===== src/rtl/fetch_buffer_pkg.sv =====
// Shared core parameters for the fetch buffer: fetch geometry and core-wide widths.
package fetch_buffer_pkg;

  localparam int unsigned FETCH_WIDTH  = 4;
  localparam int unsigned INSTR_WIDTH  = 32;
  localparam int unsigned PACKET_WIDTH = FETCH_WIDTH * INSTR_WIDTH;

  localparam int unsigned WIDTH_PRD = 7;
  localparam int unsigned WIDTH_BRM = 4;
  localparam int unsigned WIDTH_TAG = 6;

endpackage


===== src/rtl/fbuf_ram.sv =====
// Packet storage for the fetch buffer: one synchronous write port, one asynchronous read port.
module fbuf_ram #(
  parameter int unsigned WIDTH = 164,
  parameter int unsigned DEPTH = 8
) (
  input  logic                     i_clk,
  input  logic                     i_we,
  input  logic [$clog2(DEPTH)-1:0] i_waddr,
  input  logic [WIDTH-1:0]         i_wdata,
  input  logic [$clog2(DEPTH)-1:0] i_raddr,
  output logic [WIDTH-1:0]         o_rdata
);

  // Contents are intentionally left unreset; consumers gate the read data.
  logic [WIDTH-1:0] mem_q [DEPTH];

  always_ff @(posedge i_clk) begin
    if (i_we) begin
      mem_q[i_waddr] <= i_wdata;
    end
  end

  assign o_rdata = mem_q[i_raddr];

endmodule


===== src/rtl/fetch_buffer.sv =====
// Circular FIFO of fetch packets between fetch and decode, with flush and per-slot valid mask.
module fetch_buffer
  import fetch_buffer_pkg::*;
#(
  parameter int unsigned WIDTH_ADDR = 32,
  parameter int unsigned DEPTH      = 8
) (
  input  logic                      i_clk,
  input  logic                      i_rst_n,
  input  logic                      i_flush,
  input  logic                      i_we,
  input  logic [PACKET_WIDTH-1:0]   i_data4x,
  input  logic [WIDTH_ADDR-1:0]     i_pc,
  input  logic [FETCH_WIDTH-1:0]    i_imask,
  output logic                      o_full,
  input  logic                      i_re,
  output logic                      o_valid,
  output logic [PACKET_WIDTH-1:0]   o_data4x,
  output logic [WIDTH_ADDR-1:0]     o_pc,
  output logic [FETCH_WIDTH-1:0]    o_imask,
  output logic [$clog2(DEPTH):0]    o_count
);

  localparam int unsigned PtrW   = $clog2(DEPTH);
  localparam int unsigned CntW   = PtrW + 1;
  localparam int unsigned EntryW = PACKET_WIDTH + WIDTH_ADDR + FETCH_WIDTH;

  logic [PtrW-1:0]   head_q, head_d;
  logic [PtrW-1:0]   tail_q, tail_d;
  logic [CntW-1:0]   count_q, count_d;
  logic              full, valid, enq, deq;
  logic [EntryW-1:0] wr_entry, rd_entry;

  assign full  = (count_q == CntW'(DEPTH));
  assign valid = (count_q != '0);

  // Full is checked on registered state, so a same-cycle dequeue never frees a slot for enqueue.
  assign enq = i_we & ~full & (|i_imask) & ~i_flush;
  assign deq = i_re & valid & ~i_flush;

  always_comb begin
    head_d  = head_q;
    tail_d  = tail_q;
    count_d = count_q;
    if (i_flush) begin
      head_d  = '0;
      tail_d  = '0;
      count_d = '0;
    end else begin
      if (enq) begin
        tail_d = tail_q + PtrW'(1);
      end
      if (deq) begin
        head_d = head_q + PtrW'(1);
      end
      unique case ({enq, deq})
        2'b10:   count_d = count_q + CntW'(1);
        2'b01:   count_d = count_q - CntW'(1);
        default: count_d = count_q;
      endcase
    end
  end

  always_ff @(posedge i_clk or negedge i_rst_n) begin
    if (!i_rst_n) begin
      head_q  <= '0;
      tail_q  <= '0;
      count_q <= '0;
    end else begin
      head_q  <= head_d;
      tail_q  <= tail_d;
      count_q <= count_d;
    end
  end

  assign wr_entry = {i_data4x, i_pc, i_imask};

  fbuf_ram #(
    .WIDTH (EntryW),
    .DEPTH (DEPTH)
  ) u_ram (
    .i_clk   (i_clk),
    .i_we    (enq),
    .i_waddr (tail_q),
    .i_wdata (wr_entry),
    .i_raddr (head_q),
    .o_rdata (rd_entry)
  );

  always_comb begin
    o_data4x = '0;
    o_pc     = '0;
    o_imask  = '0;
    if (valid) begin
      {o_data4x, o_pc, o_imask} = rd_entry;
    end
  end

  assign o_full  = full;
  assign o_valid = valid;
  assign o_count = count_q;

endmodule


===== config.mk =====
export PLATFORM = sky130hd
export DESIGN_NAME = fetch_buffer
export DESIGN_NICKNAME = d
export VERILOG_FILES = /design/src/rtl/fetch_buffer_pkg.sv /design/src/rtl/fbuf_ram.sv /design/src/rtl/fetch_buffer.sv
export SDC_FILE = /design/constraint.sdc
export NUM_CORES = 1
export LEC_CHECK = 0
export ABC_CLOCK_PERIOD_IN_PS = 15250
export BUFFER_PORTS_ARGS = -buffer_cell sky130_fd_sc_hd__buf_2
export CAP_MARGIN = 20
export CORE_ASPECT_RATIO = 0.5
export CORE_MARGIN = 2
export CORE_UTILIZATION = 63
export CTS_BUF_LIST = sky130_fd_sc_hd__clkbuf_8
export DETAILED_ROUTE_END_ITERATION = 8
export GPL_ROUTABILITY_DRIVEN = 1
export PLACE_DENSITY = 0.92
export SYNTH_ARGS = -nofsm -noshare
export SYNTH_HDL_FRONTEND = slang
export SYNTH_HIERARCHICAL = 1
export SYNTH_SLANG_ARGS = --single-unit

===== constraint.sdc =====
create_clock -name i_clk -period 15.25 [get_ports i_clk]
set_input_delay 1.525 -clock i_clk [delete_from_list [all_inputs] [get_ports i_clk]]
set_output_delay 1.525 -clock i_clk [all_outputs]
set_load 0.005 [all_outputs]

[Word level (Yosys, flattened, before mapping)]
Memory sizes are Yosys's and may differ from the RTL's.
Index checks and enable logic that the tools add are counted.
W data, S select, Z words.
Operators by class
  add/subtract/negate cells: 4
  bitwise operators: 7
  muxes and demuxes: 11
  equality and inequality tests: 3
  reductions and logical operators: 5
Operator list (number)
  $mux W128: 1
  $mux W32: 1
  $mux W3: 4
  $mux W4: 2
  $pmux W4 S2: 1
  $add A3 B1 Y3 const B: 2
  $and A1 B1 Y1: 5
  $add A4 B1 Y4 const B: 1
  $eq A4 B4 Y1 const B: 1
  $reduce_bool A2 Y1: 2
  $reduce_bool A4 Y1: 1
  $reduce_or A4 Y1: 1
  $sub A4 B1 Y4 const B: 1
  $reduce_bool A3 Y1: 1
  $eq A2 B1 Y1 const B: 1
  $eq A2 B2 Y1 const B: 1
  $mux W1: 2
  $not A1 Y1: 2
Word-level totals
  output and inout bits: 170
  memories kept: 1
  flip-flop bits (word level): 10
  RAM bits: 1312
  bits of input ports: 169
Memory list
  u_ram.mem_q: depth 8, width 164, rd ports 1, clocked after Yosys merged registers in 0, write ports 1, RTL line fbuf_ram.sv:15  | logic [WIDTH-1:0] mem_q [DEPTH];

[Longest topological paths before layout]
  depth after elaboration: 8
  mapped depth: 9

[Cells and area by module]
Netlist, hierarchy kept.
Modules (own cells, without submodules)
  fbuf_ram: times used 1, cells each 1908, area an instance 50201.9 µm²
  fetch_buffer: times used 1, cells each 244, area an instance 1739.2 µm²

[Least setup slack after synthesis]
Ideal clock, no wire load.
  path type: input-to-reg
  start point: input i_flush
  end point: memory u_ram.mem_q[0][0] (enable)
  buffers on the path: 1
  arrival: 13137 ps
  slack: 1224 ps
  data required time: 14362 ps
  stages on the path: 4
  path through: clkbuf_1 nor3_1 nand2b_1 nor3_1
Between the ends
  word-level cells in the longest chain between the ends: 4
RTL lines
  start, declared: RTL line fetch_buffer.sv:10  | input logic i_flush,
  $not A1 Y1: RTL line fetch_buffer.sv:38  | assign enq = i_we & ~full & (|i_imask) & ~i_flush;
  $and A1 B1 Y1: RTL line fetch_buffer.sv:38
  named net enq: RTL line fetch_buffer.sv:31  | logic full, valid, enq, deq;
  $mux W1: RTL line fbuf_ram.sv:18  | if (i_we) begin
  $mux W1 (not written as such): RTL line fbuf_ram.sv:19  | mem_q[i_waddr] <= i_wdata;
  end, declared: RTL line fbuf_ram.sv:15
The timed path passes the listed nets, and every way through them passes these cells.

[Final worst setup path]
  start point: register head_q[0]
  end point: output o_data4x[78]
Between the ends
  word-level cells in the longest chain between the ends: 2
RTL lines
  start, declared: RTL line fetch_buffer.sv:28  | logic [PtrW-1:0] head_q, head_d;
  start signal, assigned: RTL line fetch_buffer.sv:66  | head_q <= '0;
  start signal, assigned: RTL line fetch_buffer.sv:70  | head_q <= head_d;
  $mem_v2 Z8 W164
  named net rd_entry[114]: RTL line fetch_buffer.sv:32  | logic [EntryW-1:0] wr_entry, rd_entry;
  $mux W128: RTL line fetch_buffer.sv:94  | if (valid) begin
  end, declared: RTL line fetch_buffer.sv:18  | output logic [PACKET_WIDTH-1:0] o_data4x,
The timed path passes the listed nets, and every way through them passes these cells.

==> results.txt <==
via count - 25,200
commonest non-fill, non-tap cell in the layout - edfxtp_1
drt first pass iters - 6
crit path DAT - 4830 ps
max-cap check violation count - 0
Slew headroom - 27.4%
CTS Buf Count - 173
worst-case clock buffer depth - 3
GRT overflow - 0
maximum VDD drop - 0.000117 V
All-Layer GR Usage - 26.3%
nets - 2,763
commonest cells after routing, fill and taps aside - 1,312 x edfxtp_1, 338 x buf_2, 203 x mux4_1, 181 x clkbuf_8
layout cell share with drive strength beyond 1 - 32.4%
Synth Cell Area - 0.0519 mm²
CTS sink count - 1,322
Clock Latency Late Sink - 850 ps
total core area - 0.0817 mm²
synth warn - 6
input/output buffers - 338
critical-path maximum fanout - 113
H-tree depth - 4
Die X - 410 µm
TritonCTS clock tree - done
minimum clock period - 6350 ps
unrepaired setup endpoints after global routing - false
IO Pins - 339
RR Startpoint - o_count[0]
postcts setup bufs - 0
worst r2r path cells - 7
number of global-route vias before repair - 26,000
Final GP Congestion - 0.776
LEAKAGE - 19.0 nW
number of cell rows - 74
measured slew at the worst slew-check pin - 1090 ps
die footprint - 0.0849 mm²
CTS Hold Bufs - 0
Min-Delay Path Class - in2async
first-pass GRT wire length - 163 mm
drc violations - 0
Seq/Total Area, Yosys - 76.3%
number of vias per cell - 6.54
crit path kind - reg2out
required time worst endpoint - 13,730 ps
Clock Pin Slew Worst Setup and Hold Paths - 70 ps
Critical R2R Capture - u_ram/mem_q[6][46]
P per Cell Area - 144 mW/mm²
initial DRC count - 3,227
Crit. End Element - primary output
final setup fails - 0
Startpoint Class - flop
fmax - 157 MHz
Tcrit/Tclk final - 41.6%
final instance area - 0.0578 mm²
Routed Antenna Nets - 0
drt total wl - 119 mm
Slew Viols, Final - 0
Area after DPL - 0.0546 mm²
status - completed
Initial Util - 63.6%
flops & latches, synth - 1,322
Root Driver - clkbuf_8
setup TNS - 0 ps
Die Ht - 207 µm
CTS resizes - 0
final setup skew - 43.1 ps
Synthesized Nets - 2,326
routed length per instance - 30.8 µm
Area Overhead vs Synth - 11.3%
Avg Cell Area, Syn - 24.1 µm²
Fin. Hold Viols - 0
R2R setup slack - 10,920 ps
Yosys cell types - 36
Syn Inst Count - 2,152
largest net degree at the start of global routing - 149
initial antenna violation count - 30
DP HPWL - 59.8 mm
## sequential cells by signal, indices dropped and copies added, names as in the netlist
signal and cells:
head_q 3, o_count 4, u_ram/mem_q 1312, tail_q 3
## per-layer routing
| layer | share of wire (%) | GRT usage [%] | vias to the layer above |
|---|---|---|---|
| li1 | - | - | 10100 |
| met4 | 5.1 | 14.6 | 4 |
| met1 | 35 | 32.8 | 13100 |
| met3 | 7.7 | 4.53 | 312 |
| met5 | 0.019 | 0 | - |
| met2 | 53 | 44.3 | 1619 |
## cells in the mapped netlist, drive strengths merged
cell type	instances	area, µm²
a21o	2	17.5
a21oi	5	36.3
and2	164	1030
and3	1	11.3
buf	51	601
clkbuf	61	229
dfrtp	10	250
edfxtp	1312	39400
fa	1	20.0
ha	4	50.1
inv	1	3.75
mux2	165	1860
mux2i	2	20.0
mux4	328	8150
nand2	3	11.3
nand2b	3	18.8
nand3	5	25.0
nor2	14	52.6
nor2b	1	6.26
nor3	6	30.0
nor3b	1	7.51
o21ai	2	10.0
o41a	1	12.5
o41ai	2	36.3
or4	1	7.51
or4b	1	10.0
xnor2	1	8.76
xor2	4	35.0
## worst max-delay path by stage
stage               startpoint                end  slack (ps)  cells after the start
CTS                  head_q[0]       o_data4x[78]        8880                      6
detailed placement   head_q[0]       o_data4x[78]        9810                      6
finish               head_q[0]       o_data4x[78]        8900                      6
global placement     head_q[0]       o_data4x[88]        9910                      6
floorplan              i_flush  u_ram/mem_q[0][0]        1220                      4
global route         head_q[0]       o_data4x[84]        8660                      6
## power by group
group          switching, W  total (W)  internal (W)
combinational      0.000931    0.00175      0.000814
sequential        0.0000650    0.00417       0.00411
clock               0.00128    0.00243       0.00114
## cell type report
type	instances	area, µm²
Clock buffer	181	2490
Tap cell	1102	1380
Inverter	1	3.75
Antenna cell	30	75.1
Timing Repair Buffer	374	2100
Fill cell	4261	23900
Clock inverter	120	564
Multi-Input combinational cell	717	11500
Sequential cell	1322	39700
## cell families (layout without fill, tap and decap cells)
kind of cell | after synthesis | after routing | synth area share (%)
and+or+nand+nor | 200 | 200 | 2.32
xor gates and xnor gates | 5 | 5 | 0.0843
AOI/OAI and AO/OA | 12 | 12 | 0.217
other | 0 | 30 | 0
buffers and inverters | 113 | 676 | 1.60
adders and majority gates | 5 | 5 | 0.135
DFF | 1322 | 1322 | 76.3
muxes | 495 | 495 | 19.3
## critical path, cell delays in order (launching register included)
cell and delay, ps:
dfrtp_4 900, buf_12 680, buf_4 940, mux4_1 730, mux2_2 290, and2_1 140, buf_2 150
## metrics by stage
step                      hold WS, ps  instances  setup WS [ps]  utilization, %  total power (W)
after floorplan                   517       2152           1220               -          0.00532
after global placement            545       3512           9910            66.8          0.00588
after detailed placement          574       3512           9810            66.8          0.00595
after CTS                         452       3813           8880            70.5          0.00832
after global routing              489       3844           8660            70.8          0.00860
final                             527       3847           8900            70.8          0.00835
Power figures use the tool's default switching activity.
